`src/rtl/daq_pkt_pkg.sv`:
```
// Shared packet-format definitions for the DAQ packetizer and the USB streamer.
package daq_pkt_pkg;

  localparam int unsigned WORD_W                = 16;
  localparam logic [15:0] PREAMBLE_VAL          = 16'hAAAA;
  localparam int unsigned DEFAULT_PAYLOAD_WORDS = 64;

  typedef enum logic [1:0] {
    ST_HUNT    = 2'd0,
    ST_HEADER  = 2'd1,
    ST_PAYLOAD = 2'd2,
    ST_PKTEND  = 2'd3
  } pkt_state_e;

  function automatic logic is_preamble(input logic [WORD_W-1:0] word);
    return word == PREAMBLE_VAL;
  endfunction

endpackage

```
`src/rtl/daq_skid_buf.sv`:
```
// Two-entry buffer behind a FIFO with one cycle of read latency. The word
// arriving from the FIFO is presented directly when the buffer is empty.
module daq_skid_buf
  import daq_pkt_pkg::*;
(
  input  logic              clk_i,
  input  logic              reset_i,
  input  logic              fifo_empty_i,
  input  logic [WORD_W-1:0] fifo_rd_data_i,
  input  logic              pop_i,
  output logic              fifo_rd_en_o,
  output logic              valid_o,
  output logic [WORD_W-1:0] data_o
);

  logic [WORD_W-1:0] mem_q [2];
  logic              wr_ptr_q, wr_ptr_d;
  logic              rd_ptr_q, rd_ptr_d;
  logic [1:0]        count_q, count_d;
  logic              inflight_q;
  logic              bypass, store, pop_mem;

  // NOTE: always_comb assigns every output first, so no path can infer a latch.
  always_comb begin
    bypass   = (count_q == 2'd0) && inflight_q && pop_i;
    store    = inflight_q && !bypass;
    pop_mem  = pop_i && (count_q != 2'd0);
    count_d  = count_q + {1'b0, store} - {1'b0, pop_mem};
    wr_ptr_d = wr_ptr_q ^ store;
    rd_ptr_d = rd_ptr_q ^ pop_mem;
  end

  // count_d already includes this cycle's pop and arrival, which is what lets
  // a read issue every cycle while the consumer keeps up.
  assign fifo_rd_en_o = !reset_i && !fifo_empty_i && (count_d < 2'd2);
  assign valid_o      = (count_q != 2'd0) || inflight_q;
  assign data_o       = (count_q != 2'd0) ? mem_q[rd_ptr_q] : fifo_rd_data_i;

  // NOTE: sequential state uses non-blocking assignments so every register
  // samples pre-edge values regardless of process ordering.
  always_ff @(posedge clk_i or posedge reset_i) begin
    if (reset_i) begin
      count_q    <= 2'd0;
      wr_ptr_q   <= 1'b0;
      rd_ptr_q   <= 1'b0;
      inflight_q <= 1'b0;
    end else begin
      count_q    <= count_d;
      wr_ptr_q   <= wr_ptr_d;
      rd_ptr_q   <= rd_ptr_d;
      inflight_q <= fifo_rd_en_o;
    end
  end

  // NOTE: storage has no reset; count_q alone decides which entries are valid.
  always_ff @(posedge clk_i) begin
    if (store) mem_q[wr_ptr_q] <= fifo_rd_data_i;
  end

endmodule

```
`src/rtl/daq_usb_streamer.sv`:
```
// Aligns on the packet preamble, checks header counter continuity and forwards
// whole packets from the DAQ packet FIFO to the FX2 slave-FIFO bus.
module daq_usb_streamer
  import daq_pkt_pkg::*;
#(
  parameter int unsigned PAYLOAD_WORDS = DEFAULT_PAYLOAD_WORDS,
  parameter bit          PKTEND_EN     = 1'b0,
  parameter logic [1:0]  FX2_EP_ADR    = 2'b10
) (
  input  logic              clk_i,
  input  logic              reset_i,
  input  logic              en_i,
  input  logic [WORD_W-1:0] fifo_rd_data_i,
  input  logic              fifo_empty_i,
  output logic              fifo_rd_en_o,
  output logic [WORD_W-1:0] fx2_fd_o,
  output logic              fx2_slwr_n_o,
  output logic              fx2_pktend_n_o,
  output logic [1:0]        fx2_fifoadr_o,
  input  logic              fx2_full_n_i,
  output logic [15:0]       pkt_count_o,
  output logic [15:0]       drop_count_o,
  output logic              seq_err_o
);

  localparam int unsigned      CNT_W    = (PAYLOAD_WORDS > 1) ? $clog2(PAYLOAD_WORDS) : 1;
  localparam logic [CNT_W-1:0] LAST_IDX = CNT_W'(PAYLOAD_WORDS - 1);

  pkt_state_e        state_q, state_d;
  logic              buf_valid;
  logic [WORD_W-1:0] buf_data;
  logic              pop, fwd, drop, pktend, hunt_hit, last_word;

  logic [CNT_W-1:0]  word_cnt_q, word_cnt_d;
  logic [15:0]       exp_seq_q, exp_seq_d;
  logic              seq_valid_q, seq_valid_d;
  logic              seq_err_q, seq_err_d;
  logic [15:0]       pkt_count_q, pkt_count_d;
  logic [15:0]       drop_count_q, drop_count_d;
  logic [WORD_W-1:0] fd_q, fd_d;
  logic              slwr_n_q, slwr_n_d;
  logic              pktend_n_q, pktend_n_d;

  daq_skid_buf u_skid_buf (
    .clk_i          (clk_i),
    .reset_i        (reset_i),
    .fifo_empty_i   (fifo_empty_i),
    .fifo_rd_data_i (fifo_rd_data_i),
    .pop_i          (pop),
    .fifo_rd_en_o   (fifo_rd_en_o),
    .valid_o        (buf_valid),
    .data_o         (buf_data)
  );

  always_ff @(posedge clk_i or posedge reset_i) begin
    if (reset_i) state_q <= ST_HUNT;
    else         state_q <= state_d;
  end

  always_comb begin
    state_d = state_q;
    unique case (state_q)
      ST_HUNT:    if (fwd)       state_d = ST_HEADER;
      ST_HEADER:  if (fwd)       state_d = ST_PAYLOAD;
      ST_PAYLOAD: if (last_word) state_d = PKTEND_EN ? ST_PKTEND : ST_HUNT;
      ST_PKTEND:  if (pktend)    state_d = ST_HUNT;
      default:                   state_d = ST_HUNT;
    endcase
  end

  // Junk is dropped regardless of the FX2; a preamble waits for room so the
  // packet is never split from its first word.
  always_comb begin
    pop      = 1'b0;
    fwd      = 1'b0;
    drop     = 1'b0;
    pktend   = 1'b0;
    hunt_hit = en_i && is_preamble(buf_data);
    unique case (state_q)
      ST_HUNT: begin
        if (buf_valid && !hunt_hit) begin
          pop  = 1'b1;
          drop = 1'b1;
        end else if (buf_valid && fx2_full_n_i) begin
          pop = 1'b1;
          fwd = 1'b1;
        end
      end
      ST_HEADER, ST_PAYLOAD: begin
        pop = buf_valid && fx2_full_n_i;
        fwd = pop;
      end
      ST_PKTEND: pktend = fx2_full_n_i;
      default: ;
    endcase
    last_word = (state_q == ST_PAYLOAD) && fwd && (word_cnt_q == LAST_IDX);
  end

  always_comb begin
    fd_d         = fwd ? buf_data : fd_q;
    slwr_n_d     = !fwd;
    pktend_n_d   = !pktend;
    word_cnt_d   = word_cnt_q;
    exp_seq_d    = exp_seq_q;
    seq_valid_d  = seq_valid_q;
    seq_err_d    = seq_err_q;
    pkt_count_d  = last_word ? pkt_count_q + 16'd1 : pkt_count_q;
    drop_count_d = (drop && drop_count_q != 16'hFFFF) ? drop_count_q + 16'd1 : drop_count_q;
    if (state_q == ST_HEADER && fwd) begin
      if (seq_valid_q && buf_data != exp_seq_q) seq_err_d = 1'b1;
      exp_seq_d   = buf_data + 16'd1;
      seq_valid_d = 1'b1;
      word_cnt_d  = '0;
    end else if (state_q == ST_PAYLOAD && fwd) begin
      word_cnt_d = word_cnt_q + CNT_W'(1);
    end
  end

  always_ff @(posedge clk_i or posedge reset_i) begin
    if (reset_i) begin
      word_cnt_q   <= '0;
      exp_seq_q    <= 16'd0;
      seq_valid_q  <= 1'b0;
      seq_err_q    <= 1'b0;
      pkt_count_q  <= 16'd0;
      drop_count_q <= 16'd0;
      fd_q         <= '0;
      slwr_n_q     <= 1'b1;
      pktend_n_q   <= 1'b1;
    end else begin
      word_cnt_q   <= word_cnt_d;
      exp_seq_q    <= exp_seq_d;
      seq_valid_q  <= seq_valid_d;
      seq_err_q    <= seq_err_d;
      pkt_count_q  <= pkt_count_d;
      drop_count_q <= drop_count_d;
      fd_q         <= fd_d;
      slwr_n_q     <= slwr_n_d;
      pktend_n_q   <= pktend_n_d;
    end
  end

  assign fx2_fd_o       = fd_q;
  assign fx2_slwr_n_o   = slwr_n_q;
  assign fx2_pktend_n_o = pktend_n_q;
  assign fx2_fifoadr_o  = FX2_EP_ADR;
  assign pkt_count_o    = pkt_count_q;
  assign drop_count_o   = drop_count_q;
  assign seq_err_o      = seq_err_q;

endmodule
```
`config.mk`:
```
export PLATFORM = sky130hd
export DESIGN_NAME = daq_usb_streamer
export DESIGN_NICKNAME = d
export VERILOG_FILES = /design/src/rtl/daq_pkt_pkg.sv /design/src/rtl/daq_skid_buf.sv /design/src/rtl/daq_usb_streamer.sv
export SDC_FILE = /design/constraint.sdc
export NUM_CORES = 1
export LEC_CHECK = 0
export BUFFER_PORTS_ARGS = -buffer_cell sky130_fd_sc_hd__buf_2
export CORE_ASPECT_RATIO = 1.2
export CORE_MARGIN = 3
export CORE_UTILIZATION = 58
export CTS_BUF_LIST = sky130_fd_sc_hd__clkbuf_8 sky130_fd_sc_hd__clkbuf_16
export CTS_CLUSTER_SIZE = 12
export DETAILED_ROUTE_END_ITERATION = 10
export PLACE_DENSITY = 0.8
export SYNTH_ARGS = -nofsm -noshare
export SYNTH_HDL_FRONTEND = slang
export SYNTH_SLANG_ARGS = --single-unit
```
`constraint.sdc`:
```
create_clock -name clk_i -period 4.3 [get_ports clk_i]
set_clock_uncertainty 0.15 [all_clocks]
set_input_delay 0.43 -clock clk_i [delete_from_list [all_inputs] [get_ports clk_i]]
set_output_delay 0.43 -clock clk_i [all_outputs]
set_load 0.01 [all_outputs]
```
==> results_dict.tcl <==
set metrics [dict create \
    wire_per_inst_um 18.5 \
    synth_area_um2 5570 \
    syn_nets 522 \
    postLayoutCoreUtil_pct 77.2 \
    cts_root_buf "clkbuf_8" \
    cts_buffer_depth 2 \
    clkTransAtPathRegs_ps 50 \
    r2r-start "u_skid_buf.count_q[0]" \
    finalPower_w 0.00527 \
    internal_power_w 0.00328 \
    relSlewSlack_pct 33.5 \
    cp.arrival_ps 3870 \
    synth.distinct_cells 52 \
    grt_first_pass_wirelength_mm 21.8 \
    syn-instance-count 487 \
    place_area_um2 6110 \
    dpl.hpwl_mm 8.36 \
    pwr-share-seq_pct 31.1 \
    nFillCells 531 \
    ys_async_sr_fraction_pct 71.7 \
    coreArea_um2 9180 \
    p_leak_nw 3.10 \
    critPathBufInv 2 \
    ir_drop_v 0.000532 \
    fmax_ghz 0.225 \
    h-tree-depth 4 \
    die_x_um 95.4 \
    clock_sinks 113 \
    seq_area_frac_synth_pct 53.7 \
    via_count 4278 \
    yosys_most_used_dff "dfrtp_1" \
    pwr-share-clk_pct 23.6 \
    drtIter0Drc 332 \
    powerDensity_nw_per_um2 744 \
    min_path_cells 1 \
    start_kind "flop" \
    finalSetupViolations 1 \
    p_comb_share_pct 45.4 \
    cts_buffers 17 \
    pre_cts_ws_ps 267 \
    fin_nets 647 \
    cp_top_family "simple AND/OR/NAND/NOR gates" \
    first_pass_iters 5 \
    ys.warnings.count 0 \
    io_pins 75 \
    swShare_pct 37.7 \
    synth_edf_count 32 \
    postRouteAntennaNets 0 \
    rsz0062_at_grt "true" \
    die_area_um2 10800 \
    worstSkewPairLatency_ps 520 \
    crit_type "flop to primary output" \
    critPathSlowestCell "dfrtp_1" \
    tightest_slew_ps 996 \
    worstPathMaxFanout 5 \
    violations "negative setup slack" \
    dp.cells 678 \
    post-route-drc-count 0 \
    fp.dieH_um 113 \
    antenna_found_initial 0 \
    cp.depth 16 \
    io_buffer_count 72 \
    row_count 38 \
    grt_start_max_net_pins 58 \
    drv_cap 0 \
    diodes 0 \
    startpoint "u_skid_buf.count_q[0]" \
    hold_start "fifo_rd_data_i[8]" \
    synth_area_per_cell_um2 11.4 \
    fin_area_um2 7080 \
    status "finished with violations" \
    worst_path_most_repeated_cell "ha_4" \
    finalCriticalPeriod_ps 4450 \
    setup_ws_ps -146 \
    drive_gt1_share_pct 30.2 \
    hold_class "input port to flop" \
    r2r_cells 10 \
    finalCritPeriodShare_pct 103 \
    syn2layout_area_growth_pct 27.2 \
    cts_tree "yes" \
    critical_path.endpoint_type "primary output" \
    grt_pass1_vias 4396 \
    max_stage_delay_ps 390 \
    grt_overflow 0 \
    path_cells "or2_4 > a21oi_4 > ha_2 > o311a_1 > o21a_1 > nand3_2 > nor4_4 > o32ai_2 > and2_4 > ha_4 > inv_2 > ha_4 > xnor2_4 > xnor2_2 > nor3_2 > buf_2" \
    crit_required_ps 3720 \
    gp_congestion 0.915 \
    initial_utilization_pct 60.7 \
    drv_slew 0 \
    wl_mm 13.8 \
    p_switching_w 0.00199 \
    grt_usage_pct 26.7 \
    ys_ff_latch 113 \
    viasPerCell 5.74 \
    hold_viol 0 \
    fin_cells 745 \
]
==> per-stage QoR <==
| step | hold slack [ps] | TNS, ps |
|---|---|---|
| floorplan | 285 | 0 |
| global placement | 301 | 0 |
| detailed placement | 304 | 0 |
| CTS | 2.04 | -6.48 |
| global route | 11.6 | -302 |
| finish | 8.89 | -146 |
==> metal layers <==
metal  global-route usage [%]  wire length (µm)
met3                     7.18               870
met2                     44.8              7140
met5                        0                 0
met4                     12.0               418
met1                     32.0              5320
==> cells in the final DEF, fill, tap and decap left out, types with 3 or more instances in the layout <==
master          n
dfrtp_1        78
buf_2          72
nand2_1        47
xnor2_1        34
buf_4          32
edfxtp_1       32
inv_1          30
xor2_1         27
o21ai_0        24
nor2_1         22
nor3_1         18
clkbuf_16      16
dlygate4sd3_1  15
nand3_1        14
ha_1           11
mux2_1         10
o21ai_1        10
mux2i_1         9
nor4_1          8
a21oi_1         8
nand4_1         8
clkinv_2        7
mux2_2          6
mux2i_2         6
or3_1           6
nor4_2          5
a21oi_2         4
nor3_2          4
clkbuf_8        4
mux2i_4         3
o21a_1          3
or2_2           3
or4_1           3
nand2b_1        3
buf_12          3
buf_6           3
==> repair_timing <==
item                                    CTS  global route
gates resized for setup                  20             4
pin swaps                                11             7
endpoints found under the hold margin    55             0
buffers inserted                         14             6
endpoints found under the setup margin    1             1
hold buffers                             15             0
==> power groups by stage <==
stage	Clock, W	Combinational [W]	Sequential (W)
after floorplan	0	0.00135	0.00165
after global placement	0	0.00188	0.00163
after detailed placement	0	0.00193	0.00165
after CTS	0.00125	0.00220	0.00163
after global routing	0.00131	0.00256	0.00167
final	0.00124	0.00239	0.00164
==> cell families after synthesis <==
kind of cell	synth area share, %
other cells	0.135
buf+inv	3.93
mux	7.55
compound gates	6.31
fa+ha+maj	3.15
xor+xnor	9.91
simple gates	15.3
flops	53.7
==> final cells by class <==
class                      instances  area [µm²]  share of cell area, %
timing repair buffer             125         845                   11.9
clock buffer                      20         455                   6.43
sequential                       113        2990                   42.2
tap                              120         150                   2.12
clock inverter                    12        78.8                   1.11
multi-input combinational        328        2460                   34.7
inverter                          27         103                   1.45
==> cells in the mapped netlist, types with 8 or more instances <==
cell      count  area, µm²
nand3_1      15       75.1
xnor2_1      36        315
edfxtp_1     32        961
inv_1        27        101
mux2i_1       9       90.1
mux2_1       10        113
nor4_1        8       50.1
xor2_1       27        236
o21ai_1      10       50.1
ha_1         14        175
o21ai_0      24        120
dfrtp_1      79       1980
nand2_1      47        176
nand4_1       8       50.1
nor3_1       20        100
nor2_1       22       82.6
a21oi_1      10       50.1
clkbuf_1     11       41.3
==> worst paths after layout <==
check / endpoint / slack, ps
worst max-delay path: fifo_rd_en_o / -150
max in group asynchronous: fx2_slwr_n_o / 2520
worst max register to register: u_skid_buf.mem_q[0][12] / 540
worst min-delay path: u_skid_buf.mem_q[0][8] / 9
min in group asynchronous: u_skid_buf.rd_ptr_q / 550
worst min register to register: seq_valid_q / 320
==> sequential cells by signal, summed over array words and instances (netlist names) <==
| signal | flops |
|---|---|
| word_cnt_q | 6 |
| state_q | 2 |
| pkt_count_o | 16 |
| fx2_slwr_n_o | 1 |
| fx2_fd_o | 16 |
| u_skid_buf.rd_ptr_q | 1 |
| exp_seq_q | 16 |
| drop_count_o | 16 |
| u_skid_buf.mem_q | 32 |
| u_skid_buf.inflight_q | 1 |
| seq_valid_q | 1 |
| u_skid_buf.wr_ptr_q | 1 |
| fx2_pktend_n_o | 1 |
| u_skid_buf.count_q | 2 |
| seq_err_o | 1 |
(Power assumes the default switching activity.)
